### src/rtl/mem_arb_pkg.sv
// Shared types and defaults for the instruction/data memory arbiter.
package mem_arb_pkg;

  localparam int unsigned ADDR_W_DEF     = 32;
  localparam int unsigned DATA_W_DEF     = 32;
  localparam int unsigned WDOG_LIMIT_DEF = 64;

  typedef enum logic [1:0] {
    IDLE   = 2'd0,
    I_BUSY = 2'd1,
    D_BUSY = 2'd2
  } arb_state_e;

  localparam logic GRANT_I = 1'b0;
  localparam logic GRANT_D = 1'b1;

  // D wins a tie unless it also won the previous grant, so fetches cannot starve.
  function automatic logic grant_to_d(input logic d_req, input logic i_ok, input logic last_grant);
    return d_req & (~i_ok | (last_grant != GRANT_D));
  endfunction

endpackage

### src/rtl/mem_arbiter_if.sv
// Pipeline-side (I/D) and memory-side handshake bundle of the memory arbiter.
interface mem_arbiter_if
  import mem_arb_pkg::*;
#(
  parameter int unsigned ADDR_W = ADDR_W_DEF,
  parameter int unsigned DATA_W = DATA_W_DEF
);

  logic              i_req;
  logic [ADDR_W-1:0] i_addr;
  logic              i_kill;
  logic              i_ack;
  logic [DATA_W-1:0] i_rdata;

  logic              d_req;
  logic              d_we;
  logic [ADDR_W-1:0] d_addr;
  logic [DATA_W-1:0] d_wdata;
  logic              d_ack;
  logic [DATA_W-1:0] d_rdata;

  logic              if_stall;
  logic              mem_stall;

  logic              m_req;
  logic              m_we;
  logic [ADDR_W-1:0] m_addr;
  logic [DATA_W-1:0] m_wdata;
  logic              m_ack;
  logic [DATA_W-1:0] m_rdata;

  logic              wdog_err;

  modport slave (
    input  i_req, i_addr, i_kill, d_req, d_we, d_addr, d_wdata, m_ack, m_rdata,
    output i_ack, i_rdata, d_ack, d_rdata, if_stall, mem_stall,
           m_req, m_we, m_addr, m_wdata, wdog_err
  );

  modport master (
    output i_req, i_addr, i_kill, d_req, d_we, d_addr, d_wdata, m_ack, m_rdata,
    input  i_ack, i_rdata, d_ack, d_rdata, if_stall, mem_stall,
           m_req, m_we, m_addr, m_wdata, wdog_err
  );

endinterface

### src/rtl/mem_arb_wdog.sv
// Transaction watchdog: counts busy cycles without m_ack and flags a sticky timeout.
module mem_arb_wdog
  import mem_arb_pkg::*;
#(
  parameter int unsigned LIMIT = WDOG_LIMIT_DEF
) (
  input  logic clk,
  input  logic rst_n,
  input  logic i_clear,
  input  logic i_busy,
  input  logic i_m_ack,
  output logic o_abort,
  output logic o_err
);

  localparam int unsigned CNT_W = (LIMIT > 1) ? $clog2(LIMIT) : 1;

  logic [CNT_W-1:0] r_cnt;
  logic             r_err;

  // Abort on the edge that would bring the count up to LIMIT.
  assign o_abort = i_busy & ~i_m_ack & (r_cnt == CNT_W'(LIMIT - 1));
  assign o_err   = r_err;

  always_ff @(posedge clk or negedge rst_n) begin
    if (!rst_n) begin
      r_cnt <= '0;
      r_err <= 1'b0;
    end else begin
      if (i_clear) begin
        r_cnt <= '0;
      end else if (i_busy & ~i_m_ack & ~o_abort) begin
        r_cnt <= r_cnt + CNT_W'(1);
      end
      if (o_abort) begin
        r_err <= 1'b1;
      end
    end
  end

endmodule

### src/rtl/mem_arbiter.sv
// Shares one single-port memory between instruction fetch and load/store, one transaction
// at a time. Define MEM_ARB_WDOG_EN to abort transactions outstanding for WDOG_LIMIT cycles.
module mem_arbiter
  import mem_arb_pkg::*;
#(
  parameter int unsigned ADDR_W     = ADDR_W_DEF,
  parameter int unsigned DATA_W     = DATA_W_DEF,
  parameter int unsigned WDOG_LIMIT = WDOG_LIMIT_DEF
) (
  input logic          clk,
  input logic          rst_n,
  mem_arbiter_if.slave bus
);

  if (WDOG_LIMIT == 0) begin : g_bad_limit
    $error("mem_arbiter: WDOG_LIMIT must be nonzero");
  end

  arb_state_e        r_state;
  logic              r_last_grant;
  logic              r_kill_pend;
  logic              r_m_req;
  logic              r_m_we;
  logic [ADDR_W-1:0] r_m_addr;
  logic [DATA_W-1:0] r_m_wdata;
  logic              r_i_ack;
  logic              r_d_ack;
  logic [DATA_W-1:0] r_i_rdata;
  logic [DATA_W-1:0] r_d_rdata;

  logic w_i_ok;
  logic w_grant;
  logic w_grant_d;
  logic w_busy;
  logic w_done;
  logic w_i_drop;
  logic w_abort;

  assign w_i_ok    = bus.i_req & ~bus.i_kill;
  assign w_grant   = (r_state == IDLE) & (bus.d_req | w_i_ok);
  assign w_grant_d = grant_to_d(bus.d_req, w_i_ok, r_last_grant);
  assign w_busy    = (r_state != IDLE);
  assign w_done    = w_busy & (bus.m_ack | w_abort);
  // A kill landing on the completion edge still suppresses the fetch.
  assign w_i_drop  = r_kill_pend | bus.i_kill;

`ifdef MEM_ARB_WDOG_EN
  mem_arb_wdog #(
    .LIMIT (WDOG_LIMIT)
  ) u_wdog (
    .clk     (clk),
    .rst_n   (rst_n),
    .i_clear (w_grant),
    .i_busy  (w_busy),
    .i_m_ack (bus.m_ack),
    .o_abort (w_abort),
    .o_err   (bus.wdog_err)
  );
`else
  assign w_abort      = 1'b0;
  assign bus.wdog_err = 1'b0;
`endif

  always_ff @(posedge clk or negedge rst_n) begin
    if (!rst_n) begin
      r_state      <= IDLE;
      r_last_grant <= GRANT_I;
      r_kill_pend  <= 1'b0;
      r_m_req      <= 1'b0;
      r_m_we       <= 1'b0;
      r_m_addr     <= '0;
      r_m_wdata    <= '0;
      r_i_ack      <= 1'b0;
      r_d_ack      <= 1'b0;
      r_i_rdata    <= '0;
      r_d_rdata    <= '0;
    end else begin
      r_i_ack <= 1'b0;
      r_d_ack <= 1'b0;
      unique case (r_state)
        IDLE: begin
          if (w_grant) begin
            r_m_req      <= 1'b1;
            r_last_grant <= w_grant_d;
            if (w_grant_d) begin
              r_state   <= D_BUSY;
              r_m_we    <= bus.d_we;
              r_m_addr  <= bus.d_addr;
              r_m_wdata <= bus.d_wdata;
            end else begin
              r_state  <= I_BUSY;
              r_m_we   <= 1'b0;
              r_m_addr <= bus.i_addr;
            end
          end
        end
        I_BUSY: begin
          if (w_done) begin
            r_state     <= IDLE;
            r_m_req     <= 1'b0;
            r_m_we      <= 1'b0;
            r_kill_pend <= 1'b0;
            if (!w_i_drop) begin
              r_i_ack   <= 1'b1;
              r_i_rdata <= w_abort ? '0 : bus.m_rdata;
            end
          end else if (bus.i_kill) begin
            r_kill_pend <= 1'b1;
          end
        end
        D_BUSY: begin
          if (w_done) begin
            r_state <= IDLE;
            r_m_req <= 1'b0;
            r_m_we  <= 1'b0;
            r_d_ack <= 1'b1;
            if (w_abort) begin
              r_d_rdata <= '0;
            end else if (!r_m_we) begin
              r_d_rdata <= bus.m_rdata;
            end
          end
        end
        default: begin
          r_state <= IDLE;
          r_m_req <= 1'b0;
        end
      endcase
    end
  end

  assign bus.m_req     = r_m_req;
  assign bus.m_we      = r_m_we;
  assign bus.m_addr    = r_m_addr;
  assign bus.m_wdata   = r_m_wdata;
  assign bus.i_ack     = r_i_ack;
  assign bus.d_ack     = r_d_ack;
  assign bus.i_rdata   = r_i_rdata;
  assign bus.d_rdata   = r_d_rdata;
  assign bus.if_stall  = bus.i_req & ~r_i_ack;
  assign bus.mem_stall = bus.d_req & ~r_d_ack;

endmodule

### src/flat_wrapper.sv
// flat-port wrapper written by rule: the top's interface ports become plain ports
module mem_arbiter_flat import mem_arb_pkg::*;
#(
  parameter int unsigned ADDR_W     = ADDR_W_DEF,
  parameter int unsigned DATA_W     = DATA_W_DEF,
  parameter int unsigned WDOG_LIMIT = WDOG_LIMIT_DEF
)
  (clk, rst_n, bus_i_req, bus_i_addr, bus_i_kill, bus_d_req, bus_d_we, bus_d_addr, bus_d_wdata, bus_m_ack, bus_m_rdata, bus_i_ack, bus_i_rdata, bus_d_ack, bus_d_rdata, bus_if_stall, bus_mem_stall, bus_m_req, bus_m_we, bus_m_addr, bus_m_wdata, bus_wdog_err);
  mem_arbiter_if #(.ADDR_W(ADDR_W), .DATA_W(DATA_W)) bus_i ();
  input logic clk;
  input logic rst_n;
  input wire logic [$bits(bus_i.i_req)-1:0] bus_i_req;
  input wire logic [$bits(bus_i.i_addr)-1:0] bus_i_addr;
  input wire logic [$bits(bus_i.i_kill)-1:0] bus_i_kill;
  input wire logic [$bits(bus_i.d_req)-1:0] bus_d_req;
  input wire logic [$bits(bus_i.d_we)-1:0] bus_d_we;
  input wire logic [$bits(bus_i.d_addr)-1:0] bus_d_addr;
  input wire logic [$bits(bus_i.d_wdata)-1:0] bus_d_wdata;
  input wire logic [$bits(bus_i.m_ack)-1:0] bus_m_ack;
  input wire logic [$bits(bus_i.m_rdata)-1:0] bus_m_rdata;
  output wire logic [$bits(bus_i.i_ack)-1:0] bus_i_ack;
  output wire logic [$bits(bus_i.i_rdata)-1:0] bus_i_rdata;
  output wire logic [$bits(bus_i.d_ack)-1:0] bus_d_ack;
  output wire logic [$bits(bus_i.d_rdata)-1:0] bus_d_rdata;
  output wire logic [$bits(bus_i.if_stall)-1:0] bus_if_stall;
  output wire logic [$bits(bus_i.mem_stall)-1:0] bus_mem_stall;
  output wire logic [$bits(bus_i.m_req)-1:0] bus_m_req;
  output wire logic [$bits(bus_i.m_we)-1:0] bus_m_we;
  output wire logic [$bits(bus_i.m_addr)-1:0] bus_m_addr;
  output wire logic [$bits(bus_i.m_wdata)-1:0] bus_m_wdata;
  output wire logic [$bits(bus_i.wdog_err)-1:0] bus_wdog_err;
  assign bus_i.i_req = bus_i_req;
  assign bus_i.i_addr = bus_i_addr;
  assign bus_i.i_kill = bus_i_kill;
  assign bus_i.d_req = bus_d_req;
  assign bus_i.d_we = bus_d_we;
  assign bus_i.d_addr = bus_d_addr;
  assign bus_i.d_wdata = bus_d_wdata;
  assign bus_i.m_ack = bus_m_ack;
  assign bus_i.m_rdata = bus_m_rdata;
  assign bus_i_ack = bus_i.i_ack;
  assign bus_i_rdata = bus_i.i_rdata;
  assign bus_d_ack = bus_i.d_ack;
  assign bus_d_rdata = bus_i.d_rdata;
  assign bus_if_stall = bus_i.if_stall;
  assign bus_mem_stall = bus_i.mem_stall;
  assign bus_m_req = bus_i.m_req;
  assign bus_m_we = bus_i.m_we;
  assign bus_m_addr = bus_i.m_addr;
  assign bus_m_wdata = bus_i.m_wdata;
  assign bus_wdog_err = bus_i.wdog_err;
  mem_arbiter #(.ADDR_W(ADDR_W), .DATA_W(DATA_W), .WDOG_LIMIT(WDOG_LIMIT)) u_core (.clk(clk), .rst_n(rst_n), .bus(bus_i));
endmodule
### config.mk
export PLATFORM = sky130hd
export DESIGN_NAME = mem_arbiter_flat
export DESIGN_NICKNAME = d
export VERILOG_FILES = /design/src/rtl/mem_arb_pkg.sv /design/src/rtl/mem_arbiter_if.sv /design/src/rtl/mem_arb_wdog.sv /design/src/rtl/mem_arbiter.sv /design/src/flat_wrapper.sv
export SDC_FILE = /design/constraint.sdc
export NUM_CORES = 1
export LEC_CHECK = 0
export CORE_AREA = 3 3 125 127
export DETAILED_ROUTE_END_ITERATION = 10
export DIE_AREA = 0 0 128 130
export PLACE_DENSITY_LB_ADDON = 0.25
export SYNTH_ARGS = -nofsm -noshare
export SYNTH_HDL_FRONTEND = slang
export SYNTH_SLANG_ARGS = --single-unit
### constraint.sdc
create_clock -name clk -period 2 [get_ports clk]
set_input_delay 0.2 -clock clk [delete_from_list [all_inputs] [get_ports clk]]
set_output_delay 0.2 -clock clk [all_outputs]
set_load 0.005 [all_outputs]
### Yosys cells after proc, flatten, opt, wreduce, memory -nomap -nowiden

Index checks and enable logic that the tools add are counted.

| storage, ports and cells | value |
|---|---|
| register bits after elaboration | 136 |
| input bits | 135 |
| output and inout bits | 135 |

| cells by class | value |
|---|---|
| eq/ne operators | 4 |
| muxes and demuxes | 18 |
| bitwise gates (word level) | 16 |
| reduce and logical (&&, ||, !) cells | 12 |

Operators with widths:

| kind | number |
|---|---|
| $mux 32 | 1 |
| $reduce_and 3->1 | 4 |
| $mux 1 | 11 |
| $not 1->1 | 7 |
| $and 1x1->1 | 6 |
| $mux 2 | 3 |
| $reduce_and 2->1 | 3 |
| $reduce_bool 2->1 | 3 |
| $ne 2x1->1 const B | 2 |
| $pmux 1 s2 | 2 |
| $pmux 2 s2 | 1 |
| $or 1x1->1 | 3 |
| $eq 2x1->1 const B | 1 |
| $eq 2x2->1 const B | 1 |
| $logic_not 2->1 | 1 |
| $reduce_or 2->1 | 1 |

### Longest topological paths before layout

Gate-level depths: netlist of run 1.

| logic depth | value |
|---|---|
| word-level depth | 8 |
| depth in mapped cells | 7 |

### Worst setup path after synthesis of run 1

OpenSTA, ideal clock, no wires.

| timing | value |
|---|---|
| kind | reg-to-reg |
| from | reg u_core.r_state[0] |
| to | reg u_core.r_i_rdata[0], in the netlist u_core.bus.i_rdata[0] |
| setup time | 0.125 ns |
| arrival | 1.714 ns |
| required time | 1.875 ns |
| slack | 0.161 ns |
| stages on the path, launching flop included | 8 |
| clock period less this slack | 1.839 ns |
| path through | dfrtp_1 inv_1 ha_1 nand3b_1 or3_1 buf_6 buf_12 mux2_4 |

| on the way | value |
|---|---|
| cells in the longest elaborated chain, start to end | 3 |
| elaborated cells on any way between the ends | 4 |

Ends and longest elaborated chain:

| element | line | text |
|---|---|---|
| start: declaration | mem_arbiter.sv:19 | `arb_state_e r_state;` |
| start signal: assignment | mem_arbiter.sv:66 | `r_state <= IDLE;` |
| start signal: assignment | mem_arbiter.sv:86 | `r_state <= D_BUSY;` |
| start signal: assignment | mem_arbiter.sv:91 | `r_state <= I_BUSY;` |
| $reduce_bool 2->1 | mem_arbiter.sv:42 | `assign w_busy = (r_state != IDLE);` |
| $and 1x1->1 | mem_arbiter.sv:43 | `assign w_done = w_busy & (bus.m_ack \| w_abort);` |
| $reduce_and 3->1 (no source line) (*) | n/a |  |
| end signal: assignment | mem_arbiter.sv:105 | `r_i_rdata <= w_abort ? '0 : bus.m_rdata;` |
| end: declaration | mem_arbiter.sv:28 | `logic [DATA_W-1:0] r_i_rdata;` |

Mark *: on every way between the ends. The rest lies on a longest branch, timed or not.
A chain may end at the register's enable or synchronous reset.

### Worst setup path in the final report of run 1

| timing | value |
|---|---|
| from | reg u_core.r_state[0] |
| to | reg u_core.r_d_rdata[22], in the netlist u_core.bus.d_rdata[22] |

| on the way | value |
|---|---|
| cells in the longest elaborated chain, start to end | 3 |
| elaborated cells on any way between the ends | 4 |

Ends and longest elaborated chain:

| element | line | text |
|---|---|---|
| $reduce_bool 2->1 | mem_arbiter.sv:42 |  |
| $and 1x1->1 | mem_arbiter.sv:43 |  |
| $reduce_and 3->1 (no source line) (*) | n/a |  |
| end signal: assignment | mem_arbiter.sv:120 | `r_d_rdata <= bus.m_rdata;` |
| end: declaration | mem_arbiter.sv:29 | `logic [DATA_W-1:0] r_d_rdata;` |

Marks and branches as above.

==> run_results.csv, run 1 <==
group,metric,value,unit
detailed_routing,drt_first_pass_iters,4,
sta,min_period_over_period,98.1,%
sta,final_max_slew_viol_count,0,
clocking,clockRootBuffer,"clkbuf_16",
floorplanning,rows,44,
layout,diodes,0,
sta,fmax,0.510,GHz
clocking,cts-buffers-inserted,17,
clocking,clock_latency,0.41,ns
critical_path,cp_max_fo,16,
placed_design,place_congestion,0.781,
sta,rsz0062_at_grt,"no",
synth,synth_nets,614,
detailed_routing,post_drt_wl_per_cell,19.4,um
clocking,cts_tree,"built",
synth,synth_largest_area_cell,"dfrtp_1",
detailed_routing,dr_wl_met2,9420,um
global_routing,grt_pass1_vias,5117,
flow_run,maxCapViolations,0,
detailed_routing,ant_nets,0,
synth,ys_ff_latch,136,
synth,synth-edff-count,0,
detailed_routing,drc,0,
floorplanning,start_util,42.2,%
global_routing,grt_max_degree,65,
placed_design,io_buffers,268,
synth,synth_cell_types,35,
pwr,totalPowerFinal,14.0,mW
detailed_routing,num_vias,4868,
sta,whs,0.168,ns
pwr,p_leak,4.34,nW
synth,synth_async_sr_flop_share,100,%
global_routing,grt-ovfl-total,0,
detailed_routing,post_drt_via_cell_ratio,5.18,
critical_path,worstPathRequired,2.29,ns
detailed_routing,met3_length,1290,um
floorplanning,die_w,128,um
sta,finalHoldViolCount,0,
sta,setup_viol,0,
floorplanning,dieHeight,130,um
synth,synth_top_area_share,55.4,%
synth,avgSynthCellArea,13.0,um2
clocking,cts.sinks,136,
sta,fin_tns_setup,0,ns
synth,seq_area_frac_synth,55.4,%
pwr,vdd.ir_drop.worst,0.638,mV
critical_path,end_kind,"flop",
clocking,clock_path_buffers,2,
synth,yosysMostFrequentCell,"dfrtp_1",
placed_design,post-dp-hpwl,13000,um
detailed_routing,wl,18200,um
layout,layout.nets,882,
clocking,clk_pin_slew_worst_paths,0.06,ns
synth,synthTopCellsByArea,"dfrtp_1 (55%), mux2_2 (12%), mux2_4 (7.1%)",
synth,ys.flop_type,"dfrtp_1",
sta,post-route-min-period,1.96,ns
synth,yosys_warnings,0,
detailed_routing,first_iter_violations,237,
critical_path,crit_type,"reg2reg",
pwr,powerDensity,1430,mW/mm2
layout,layout-drive-gt1-share,24.5,%
global_routing,grt_pass1_wl,27400,um
synth,synth_commonest_cells,"dfrtp_1 (136), mux2_2 (65), inv_1 (38)",
synth,synth_cells,474,
floorplanning,die_area,0.0166,mm2
outcome,run_status,"finished, final reports clean",
global_routing,grt_usage,21.2,%
detailed_routing,highest_layer,"met4",
clocking,cts-htree-levels,4,
floorplanning,pin_count,270,
sta,postLayoutSetupSlackWorst,0.0387,ns
layout,syn_to_final_growth,59.0,%
synth,netlist_area,0.00614,mm2
global_routing,antenna_found_initial,0,
critical_path,crit_path_start_kind,"flop",
placed_design,dp_slack,0.00744,ns
detailed_routing,wl_met1,7160,um
floorplanning,core_area,0.0145,mm2
min_path,worstHoldPathType,"in2reg",
sta,fin_skew,0.0117,ns
critical_path,arrival,2.25,ns
-- power breakdown --
group          leakage, nW  total (mW)  switching, mW  internal [mW]
registers             1.65        4.77          0.751           4.02
logic                 2.39        5.79           1.95           3.85
clock network        0.307        3.43           1.21           2.22
-- final cells by class --
class	count	area [um2]
clock inverters	14	221
flip-flops and latches	136	3400
clock buffers	18	429
fillers	1067	4770
multi-input cells	259	2350
inverters	38	143
well taps	184	230
repair buffers	290	2990
-- registers in the layout, summed over array words and instances (netlist names) --
signal / count
u_core.bus.m_wdata: 32
u_core.bus.m_req: 1
u_core.bus.d_ack: 1
u_core.bus.i_rdata: 32
u_core.bus.m_addr: 32
u_core.r_kill_pend: 1
u_core.bus.d_rdata: 32
u_core.bus.m_we: 1
u_core.r_last_grant: 1
u_core.bus.i_ack: 1
u_core.r_state: 2
-- worst paths after layout --
| path | from | to | slack (ns) | cells after the start |
|---|---|---|---|---|
| worst max-delay path | u_core.r_state[0] | u_core.bus.d_rdata[22] | 0.04 | 7 |
| max in group asynchronous | rst_n | u_core.bus.d_rdata[26] | 1.05 | 3 |
| worst min register to register | u_core.bus.d_rdata[5] | u_core.bus.d_rdata[5] | 0.48 | 1 |
| worst min-delay path | bus_d_req | u_core.r_state[1] | 0.17 | 3 |
| min in group asynchronous | rst_n | u_core.bus.i_rdata[2] | 0.27 | 2 |
| worst max register to register | u_core.r_state[0] | u_core.bus.d_rdata[22] | 0.04 | 7 |
-- worst max-delay path: stages, from the launching register on --
cell       delay (ns)
dfrtp_1          0.38
inv_1            0.11
ha_1             0.23
buf_4            0.15
and3b_1          0.22
and2_4           0.20
clkbuf_16        0.20
mux2_2           0.34
-- per-layer routing --
layer / vias up / GRT usage [%]
met2: 208 / 37.5
met4: 0 / 7.05
met5: - / 0
met3: 23 / 6.06
li1: 2229 / -
met1: 2408 / 25.0
-- through the flow --
step / instances / util [%] / cell area, um2
floorplan: 474 / - / 6140
global placement: 902 / 62.0 / 9010
detailed placement: 902 / 62.0 / 9010
CTS: 935 / 66.5 / 9670
global route: 939 / 67.2 / 9760
finish: 939 / 67.2 / 9760
-- repair_timing --
action	4_1_cts	5_1_grt
gates resized for setup	0	3
setup endpoints to repair	0	64
setup buffers	0	1
hold buffers	1	0
endpoints found under the hold margin	35	0
-- kinds of logic (layout without fill, tap and decap cells) --
family                     after synthesis  in the layout  share of synthesized area (%)
buffers and inverters                   79            360                           6.60
DFF                                    136            136                           55.4
AOI/OAI and AO/OA                      104            104                           13.3
adders and majority gates                5              5                           1.02
and+or+nand+nor                         51             51                           3.85
other                                    1              1                         0.0611
muxes                                   98             98                           19.7
-- placed cells by master, fill, tap and decap left out, drive strengths merged, types with 3 or more instances in the layout --
cell type	n
o221a	31
and2	3
ha	5
clkinv	4
buf	20
nand2	32
nor2b	3
dfrtp	136
bufinv	5
clkbuf	21
inv	40
o21ai	34
clkdlybuf4s50	266
clkinvlp	3
mux2	96
nor2	3
a22oi	32
No activity file was read; power rests on OpenSTA's default activity.
==> inputs of run 2 (changes only) <==
--- a/config.mk
+++ b/config.mk
@@ -9,6 +9,7 @@
 export DETAILED_ROUTE_END_ITERATION = 10
 export DIE_AREA = 0 0 128 130
 export PLACE_DENSITY_LB_ADDON = 0.25
+export SKIP_LAST_GASP = 1
 export SYNTH_ARGS = -nofsm -noshare
 export SYNTH_HDL_FRONTEND = slang
 export SYNTH_SLANG_ARGS = --single-unit
==> results of run 2 <==
No change in the layout: final DEF, timing and power equal those of run 1.
